## src/rtl/fp_norm_round_pack.sv

```systemverilog
// Normalise / round-to-nearest-even / pack back end of the single-precision adder.
// Define FP_NORM_LZC_EN for a single-cycle leading-zero left shift instead of the 1-bit iterative shifter.
module fp_norm_round_pack #(
  parameter int EXP_W  = 8,
  parameter int FRAC_W = 23,
  parameter int SUM_W  = FRAC_W + 5
) (
  input  logic                    clk,
  input  logic                    reset,
  input  logic                    in_valid,
  output logic                    in_ready,
  input  logic [SUM_W-1:0]        sum,
  input  logic [EXP_W-1:0]        exp_r,
  input  logic                    sign_r,
  input  logic                    complement,
  output logic                    out_valid,
  input  logic                    out_ready,
  output logic [EXP_W+FRAC_W:0]   result,
  output logic                    ovf,
  output logic                    inexact
);

  typedef enum logic [2:0] {IDLE, NORM, ROUND, PACK, OUT} state_t;

  localparam logic signed [EXP_W+1:0] E_ONE = (EXP_W+2)'(1);
  localparam logic signed [EXP_W+1:0] E_MAX = (EXP_W+2)'((1 << EXP_W) - 1);

  state_t                    state_q, state_d;
  logic [SUM_W-1:0]          m_q, m_d;
  logic signed [EXP_W+1:0]   e_q, e_d;
  logic                      s_q, s_d;
  logic                      inx_q, inx_d;
  logic [EXP_W+FRAC_W:0]     result_q, result_d;
  logic                      ovf_q, ovf_d;
  logic                      inexact_q, inexact_d;
  logic                      out_valid_q, out_valid_d;
  logic [SUM_W-4:0]          m_up;
`ifdef FP_NORM_LZC_EN
  int                        lz_n;
  int                        sh_n;
`endif

  // Round half to even on the guard/round/sticky bits below the kept lsb m[3].
  function automatic logic round_up(input logic [SUM_W-1:0] m);
    return m[2] & (m[1] | m[0] | m[3]);
  endfunction

`ifdef FP_NORM_LZC_EN
  function automatic int lzc(input logic [SUM_W-2:0] v);
    int n;
    n = SUM_W - 1;
    for (int i = 0; i < SUM_W - 1; i++) begin
      if (v[i]) n = SUM_W - 2 - i;
    end
    return n;
  endfunction
`endif

  assign in_ready  = (state_q == IDLE);
  assign out_valid = out_valid_q;
  assign result    = result_q;
  assign ovf       = ovf_q;
  assign inexact   = inexact_q;

  always_comb begin
    state_d     = state_q;
    m_d         = m_q;
    e_d         = e_q;
    s_d         = s_q;
    inx_d       = inx_q;
    result_d    = result_q;
    ovf_d       = ovf_q;
    inexact_d   = inexact_q;
    out_valid_d = out_valid_q;
    m_up        = m_q[SUM_W-1:3] + (SUM_W-3)'(1);
`ifdef FP_NORM_LZC_EN
    lz_n        = lzc(m_q[SUM_W-2:0]);
    sh_n        = (lz_n < (int'(e_q) - 1)) ? lz_n : (int'(e_q) - 1);
`endif
    case (state_q)
      IDLE: begin
        if (in_valid) begin
          m_d     = complement ? (~sum + SUM_W'(1)) : sum;
          e_d     = $signed({2'b00, exp_r});
          s_d     = sign_r;
          inx_d   = 1'b0;
          state_d = NORM;
        end
      end
      NORM: begin
        if (m_q == '0) begin
          // Exact cancellation always yields +0.
          e_d     = '0;
          s_d     = 1'b0;
          state_d = PACK;
        end else if (m_q[SUM_W-1]) begin
          m_d = {1'b0, m_q[SUM_W-1:2], m_q[1] | m_q[0]};
          e_d = e_q + E_ONE;
        end else if (!m_q[SUM_W-2] && (e_q > E_ONE)) begin
`ifdef FP_NORM_LZC_EN
          m_d     = m_q << sh_n;
          e_d     = e_q - (EXP_W+2)'(sh_n);
          state_d = ROUND;
`else
          m_d = {m_q[SUM_W-2:0], 1'b0};
          e_d = e_q - E_ONE;
`endif
        end else begin
          state_d = ROUND;
        end
      end
      ROUND: begin
        inx_d   = inx_q | (|m_q[2:0]);
        state_d = PACK;
        if (round_up(m_q)) begin
          m_d = {m_up, m_q[2:0]};
          // Mantissa overflowed into the carry bit: one more right shift needed.
          if (m_up[SUM_W-4]) state_d = NORM;
        end
      end
      PACK: begin
        if (e_q >= E_MAX) begin
          result_d = {s_q, {EXP_W{1'b1}}, {FRAC_W{1'b0}}};
          ovf_d    = 1'b1;
        end else if (!m_q[SUM_W-2]) begin
          result_d = {s_q, {EXP_W{1'b0}}, m_q[SUM_W-3:3]};
          ovf_d    = 1'b0;
        end else begin
          result_d = {s_q, e_q[EXP_W-1:0], m_q[SUM_W-3:3]};
          ovf_d    = 1'b0;
        end
        inexact_d   = inx_q;
        out_valid_d = 1'b1;
        state_d     = OUT;
      end
      OUT: begin
        if (out_ready) begin
          out_valid_d = 1'b0;
          state_d     = IDLE;
        end
      end
      default: state_d = IDLE;
    endcase
  end

  always_ff @(posedge clk or posedge reset) begin
    if (reset) begin
      state_q     <= IDLE;
      m_q         <= '0;
      e_q         <= '0;
      s_q         <= 1'b0;
      inx_q       <= 1'b0;
      result_q    <= '0;
      ovf_q       <= 1'b0;
      inexact_q   <= 1'b0;
      out_valid_q <= 1'b0;
    end else begin
      state_q     <= state_d;
      m_q         <= m_d;
      e_q         <= e_d;
      s_q         <= s_d;
      inx_q       <= inx_d;
      result_q    <= result_d;
      ovf_q       <= ovf_d;
      inexact_q   <= inexact_d;
      out_valid_q <= out_valid_d;
    end
  end

endmodule

```

## config.mk

```make
export PLATFORM = sky130hd
export DESIGN_NAME = fp_norm_round_pack
export DESIGN_NICKNAME = d
export VERILOG_FILES = /design/src/rtl/fp_norm_round_pack.sv
export SDC_FILE = /design/constraint.sdc
export NUM_CORES = 1
export LEC_CHECK = 0
export ABC_AREA = 0
export BUFFER_PORTS_ARGS = -buffer_cell sky130_fd_sc_hd__buf_2
export CAP_MARGIN = 0
export CORE_AREA = 2 2 101 103
export CTS_BUF_LIST = sky130_fd_sc_hd__clkbuf_16
export CTS_CLUSTER_DIAMETER = 40
export DETAILED_ROUTE_END_ITERATION = 8
export DIE_AREA = 0 0 103 105
export PLACE_DENSITY = 0.85
export REMOVE_ABC_BUFFERS = 1
export SLEW_MARGIN = 20
export SYNTH_ARGS = -nofsm -noshare
export SYNTH_HDL_FRONTEND = slang
export SYNTH_SLANG_ARGS = --single-unit
```

## constraint.sdc

```tcl
create_clock -name clk -period 4.44 [get_ports clk]
set_clock_uncertainty 0.15 [all_clocks]
set_input_delay 0.888 -clock clk [delete_from_list [all_inputs] [get_ports clk]]
set_output_delay 0.888 -clock clk [all_outputs]
set_load 0.05 [all_outputs]
```

Yosys cells after proc, flatten, opt, wreduce, memory -nomap -nowiden
Cells that the tools add are included.

word-level totals
  register bits after elaboration = 78
  output and inout port bits = 36

cells by class
  $add $sub $neg = 4
  $lt $le $gt $ge = 2
  equal/unequal tests = 13
  mux-type cells = 30
  bitwise operators = 6
  reduce and logical (&&, ||, !) cells = 17

operator list
  cell                                                                number
  two-way mux 28 bit                                                  6
  one-hot mux 28 bit (3 select lines)                                 1
  two-way mux 31 bit                                                  2
  two-way mux 10 bit                                                  4
  adder 28 x 1 -> 28 bit, second input constant                       1
  zero test 28 bit                                                    1
  NOT 28 bit                                                          1
  adder 25 x 1 -> 25 bit, second input constant                       1
  one-hot mux 10 bit (2 select lines)                                 1
  two-way mux 3 bit                                                   5
  one-hot mux 3 bit (5 select lines)                                  1
  adder 10 x 2 -> 10 bit, second input constant                       1
  greater-or-equal comparator 10 x 9 -> 1 bit, second input constant  1
  greater-than comparator 10 x 2 -> 1 bit, second input constant      1
  inequality test 2 bit, second input constant                        5
  AND reduction 5 bit                                                 2
  subtractor 10 x 2 -> 10 bit, second input constant                  1
  inequality test 3 bit, second input constant                        3
  AND reduction 4 bit                                                 2
  equality test 3 x 2 -> 1 bit, second input constant                 2
  one-hot mux 1 bit (2 select lines)                                  3
  AND reduction 3 bit                                                 2
  nonzero test 2 bit                                                  3
  two-way mux 1 bit                                                   5
  other kinds (13)                                                    17

Longest topological paths before layout
  depth after elaboration = 6
  depth in mapped cells = 11
  depth with buffers taken out = 8

Worst setup path after synthesis
Ideal clock, no wire load.

  path type = register to register
  start = register state_q[2]
  end = register e_q[0]
  library setup time = 77 ps
  data arrival time = 2902 ps
  data required time = 4213 ps
  setup slack = 1310 ps
  cell stages (with the launch flop) = 10
  path buffers = 3
  period minus slack after synthesis = 3130 ps
  cells stage by stage = dfrtp_1 clkbuf_1 nor3_1 nand2_1 o31ai_1 nand2b_1 clkbuf_1 buf_2 nor2_1 a21oi_1

between the ends
  cells in the longest elaborated chain, start to end = 3
  elaborated cells between the ends (all ways) = 7
  classes of those cells = eq/ne: 3; mux: 1; reduce/logical: 3

ends and longest elaborated chain
  element                                                                       line  RTL
  from (decl)                                                                   28    state_t state_q, state_d;
  from (signal assigned)                                                        158   state_q <= state_d;
  zero test 3 bit *                                                             n/a
  via in_ready                                                                  11    output logic in_ready,
  inequality test 2 bit (no source line) or nonzero test 2 bit (tied branches)  n/a
  AND reduction 3 bit (no source line)                                          n/a
  to (signal assigned)                                                          150   e_q <= '0;
  to (signal assigned)                                                          160   e_q <= e_d;
  to (decl)                                                                     30    logic signed [EXP_W+1:0] e_q, e_d;

Mark *: on every way through the listed nets, which the timed path passes. The rest lies on a longest branch.
A chain may end at the register's enable or synchronous reset.

Worst setup path in the final report
  start = register e_q[7]
  end = register e_q[2]

between the ends
  cells in the longest elaborated chain, start to end = 4

ends and longest elaborated chain
  element                                  line  RTL
  greater-than comparator 10 x 2 -> 1 bit  99    end else if (!m_q[SUM_W-2] && (e_q > E_ONE)) begin
  logical AND 1 bit                        99
  inequality test 4 bit (no source line)   n/a
  AND reduction 3 bit (no source line)     n/a

Every way passes these cells.

==> qor.csv <==
metric,value,unit
post-route cell area,5990,µm²
initial antenna violation count,0,
CTS Buf Count,9,
post-synthesis sequential area ratio,37.0,%
Hold Crit Depth,2,
initial DRC count,423,
RSZ-0062 raised after global routing,no,
Pins Over Slew Limit,0,
status,completed,
final setup vio count,0,
flip-flop and latch count after synthesis,78,
highest routed layer,met4,
cell count after synthesis,618,
dpl hpwl,10.4,mm
Placement Setup Slack,1.05,ns
"Clk pin slew, worst setup/hold paths",0.06,ns
Yosys top cell by area,dfrtp_1,
Setup crit end kind,flip-flop,
post-route ant nets,0,
mean post-synth cell area,8.54,µm²
Max-cap violations,0,
Final Util,62.1,%
First-pass DRT Iterations,8,
diodes inserted,0,
Post-synth EDFFs,0,
CTS Hold Bufs,0,
Root Buffer,clkbuf_16,
final setup margin,1.15,ns
worst vdd ir,339,µV
CTS tree,built,
reg2reg path depth,5,
die height,105,µm
nets@finish,704,
Residual DRC,0,
met1 wire length,6.28,mm
Area Growth Syn to Fin,13.5,%
Die ar.,10800,µm²
Via Count,5195,
vias in the first global route,4922,
clock latency on the worst-skew pair,0.34,ns
post-layout minimum cycle time,3.29,ns
leakage power,2.55,nW
period utilization,74.0,%
R2R setup slack,1.15,ns
pin count of the biggest net entering global routing,49,
Final Hold Vio Count,0,
Routed Wire Length,15.2,mm
RePlAce Congestion,0.932,
htree depth,3,
worst path arrival time,3.36,ns
Synth Warn #,0,
clock buffer depth,2,
met2 routed WL,7.06,mm
post-synthesis cell type count,62,
Netlist Area Pre-Place,5280,µm²
setup bufs post-CTS,0,
r2r startpoint,e_q[7],
CP Data Required Time,4.52,ns
f_max,0.304,GHz
share of cells above drive strength 1,17.5,%
gr usage total,28.8,%
Slew @ Worst Pin,1.06,ns
detail-routed via count per cell,6.53,
ys flop type,dfrtp_1,
Setup TNS,0,ns
"FFs w/ async S/R, synth",100,%
DP Area,5660,µm²
Starting Density,54.7,%
Crit Path Category,flip-flop to flip-flop,
top-area cell type share of the netlist area,37.0,%
worst hold endpoint,result[31],
top post-synthesis cells by area,"dfrtp_1 37%, a22o_1 5.0%, o21ai_1 4.2%",
startpoint types,flip-flop,
grt ovf,0,
Power Density,810,nW/µm²
Die W,103,µm
Multi-input gate area,3080,µm²
first-pass GRT wire length,24.6,mm
critical path peak fanout,16,
# rows,36,
Fillers,860,
post-cts gate resize count,0,
number of port buffers,77,
end of the worst register-to-register path,e_q[2],
CP startpoint,e_q[7],
Hold Startpoint,result[31],
Num Clock Sinks,78,
Hold Crit Class,flip-flop to flip-flop,
Seq. cell area,1950,µm²
met3 wire length,1.45,mm
# IOs,78,
WL/cell,19.1,µm
core footprint,9640,µm²
slew margin rel.,29.1,%
[worst max-delay path, stage by stage (launching register included)]
cell and delay (ns):
dfrtp_1 0.45, or4_1 0.58, nor3_1 0.63, a21o_1 0.58, nand2b_1 0.44, a22o_1 0.33
[registers in the layout (all words and copies together) (netlist names)]
signal,cells
out_valid,1
ovf,1
inx_q,1
inexact,1
state_q,3
result,32
e_q,10
s_q,1
m_q,28
[layer usage]
| layer | up-vias | track usage (%) |
|---|---|---|
| met4 | 0 | 10.4 |
| met2 | 300 | 44.5 |
| li1 | 2379 | - |
| met3 | 45 | 4.95 |
| met5 | - | 0 |
| met1 | 2471 | 40.2 |
[worst max path at each step]
stage,to,slack [ns]
after CTS,e_q[2],1.22
after global placement,m_q[27],1.12
after detailed placement,m_q[27],1.05
final,e_q[2],1.15
after floorplan,e_q[5],1.31
after global routing,e_q[6],0.94
[cell usage in the layout (no fill, tap or decap), types with 5 or more instances in the layout]
master     instances
or3_1              9
clkbuf_16          9
a21oi_1           42
xnor2_1           21
and3_1             9
a22o_1            30
xor2_1             7
o31ai_1           15
mux2i_1           14
nand2b_1          10
and4_1             6
or2_2              5
ha_1               5
o22ai_1            6
buf_4              6
nor4_1            10
buf_2             77
a31oi_1           12
or4_1              8
nand2_1           47
nor2_1            53
o41ai_2            5
o21ai_1           44
nor3_1            14
dfrtp_1           78
inv_1             10
o21ai_0           18
nand3_1           12
and2_1             6
nand4_1            6
o32ai_1            7
[power breakdown]
part / internal, W / switching [W] / leakage, nW / total [W]
Sequential: 0.00104 / 0.000493 / 0.976 / 0.00153
Clock: 0.000541 / 0.000292 / 0.167 / 0.000833
Combinational: 0.000824 / 0.00166 / 1.41 / 0.00248
[cells by family after synthesis]
family | Yosys count | share of synthesized area (%)
DFF | 78 | 37.0
muxes | 14 | 2.66
AOI/OAI and AO/OA | 219 | 29.2
buffers and inverters | 64 | 4.79
and+or+nand+nor | 210 | 20.5
xor gates and xnor gates | 28 | 4.65
adders and majority gates | 5 | 1.19
[cells in the mapped netlist (all sizes together) (7+ instances only)]
cell	count
nand2b	10
or3	9
mux2i	14
o31ai	17
nand2	47
nor3	14
o21ai	62
or4	10
clkbuf	48
nor2	54
nor4	10
xnor2	21
a31oi	12
o41ai	7
buf	7
xor2	7
dfrtp	78
o32ai	7
inv	9
a22o	30
and3	9
nand3	12
a21oi	42
[per-stage QoR]
stage,hold slack [ns],power (W),cells
final,0.334,0.00485,795
after global routing,0.371,0.00515,795
after CTS,0.343,0.00481,795
after detailed placement,0.330,0.00397,779
after global placement,0.310,0.00388,779
after floorplan,0.352,0.00324,563
[area by class of cell]
type                    instances  area share (%)
clock buffers                   9            3.76
clock inverters                 7            1.76
inverters                       9           0.564
multi-input cells             476            51.4
flip-flops and latches         78            32.6
well taps                     133            2.78
repair buffers                 83            7.19
Power figures use the tool's default switching activity.
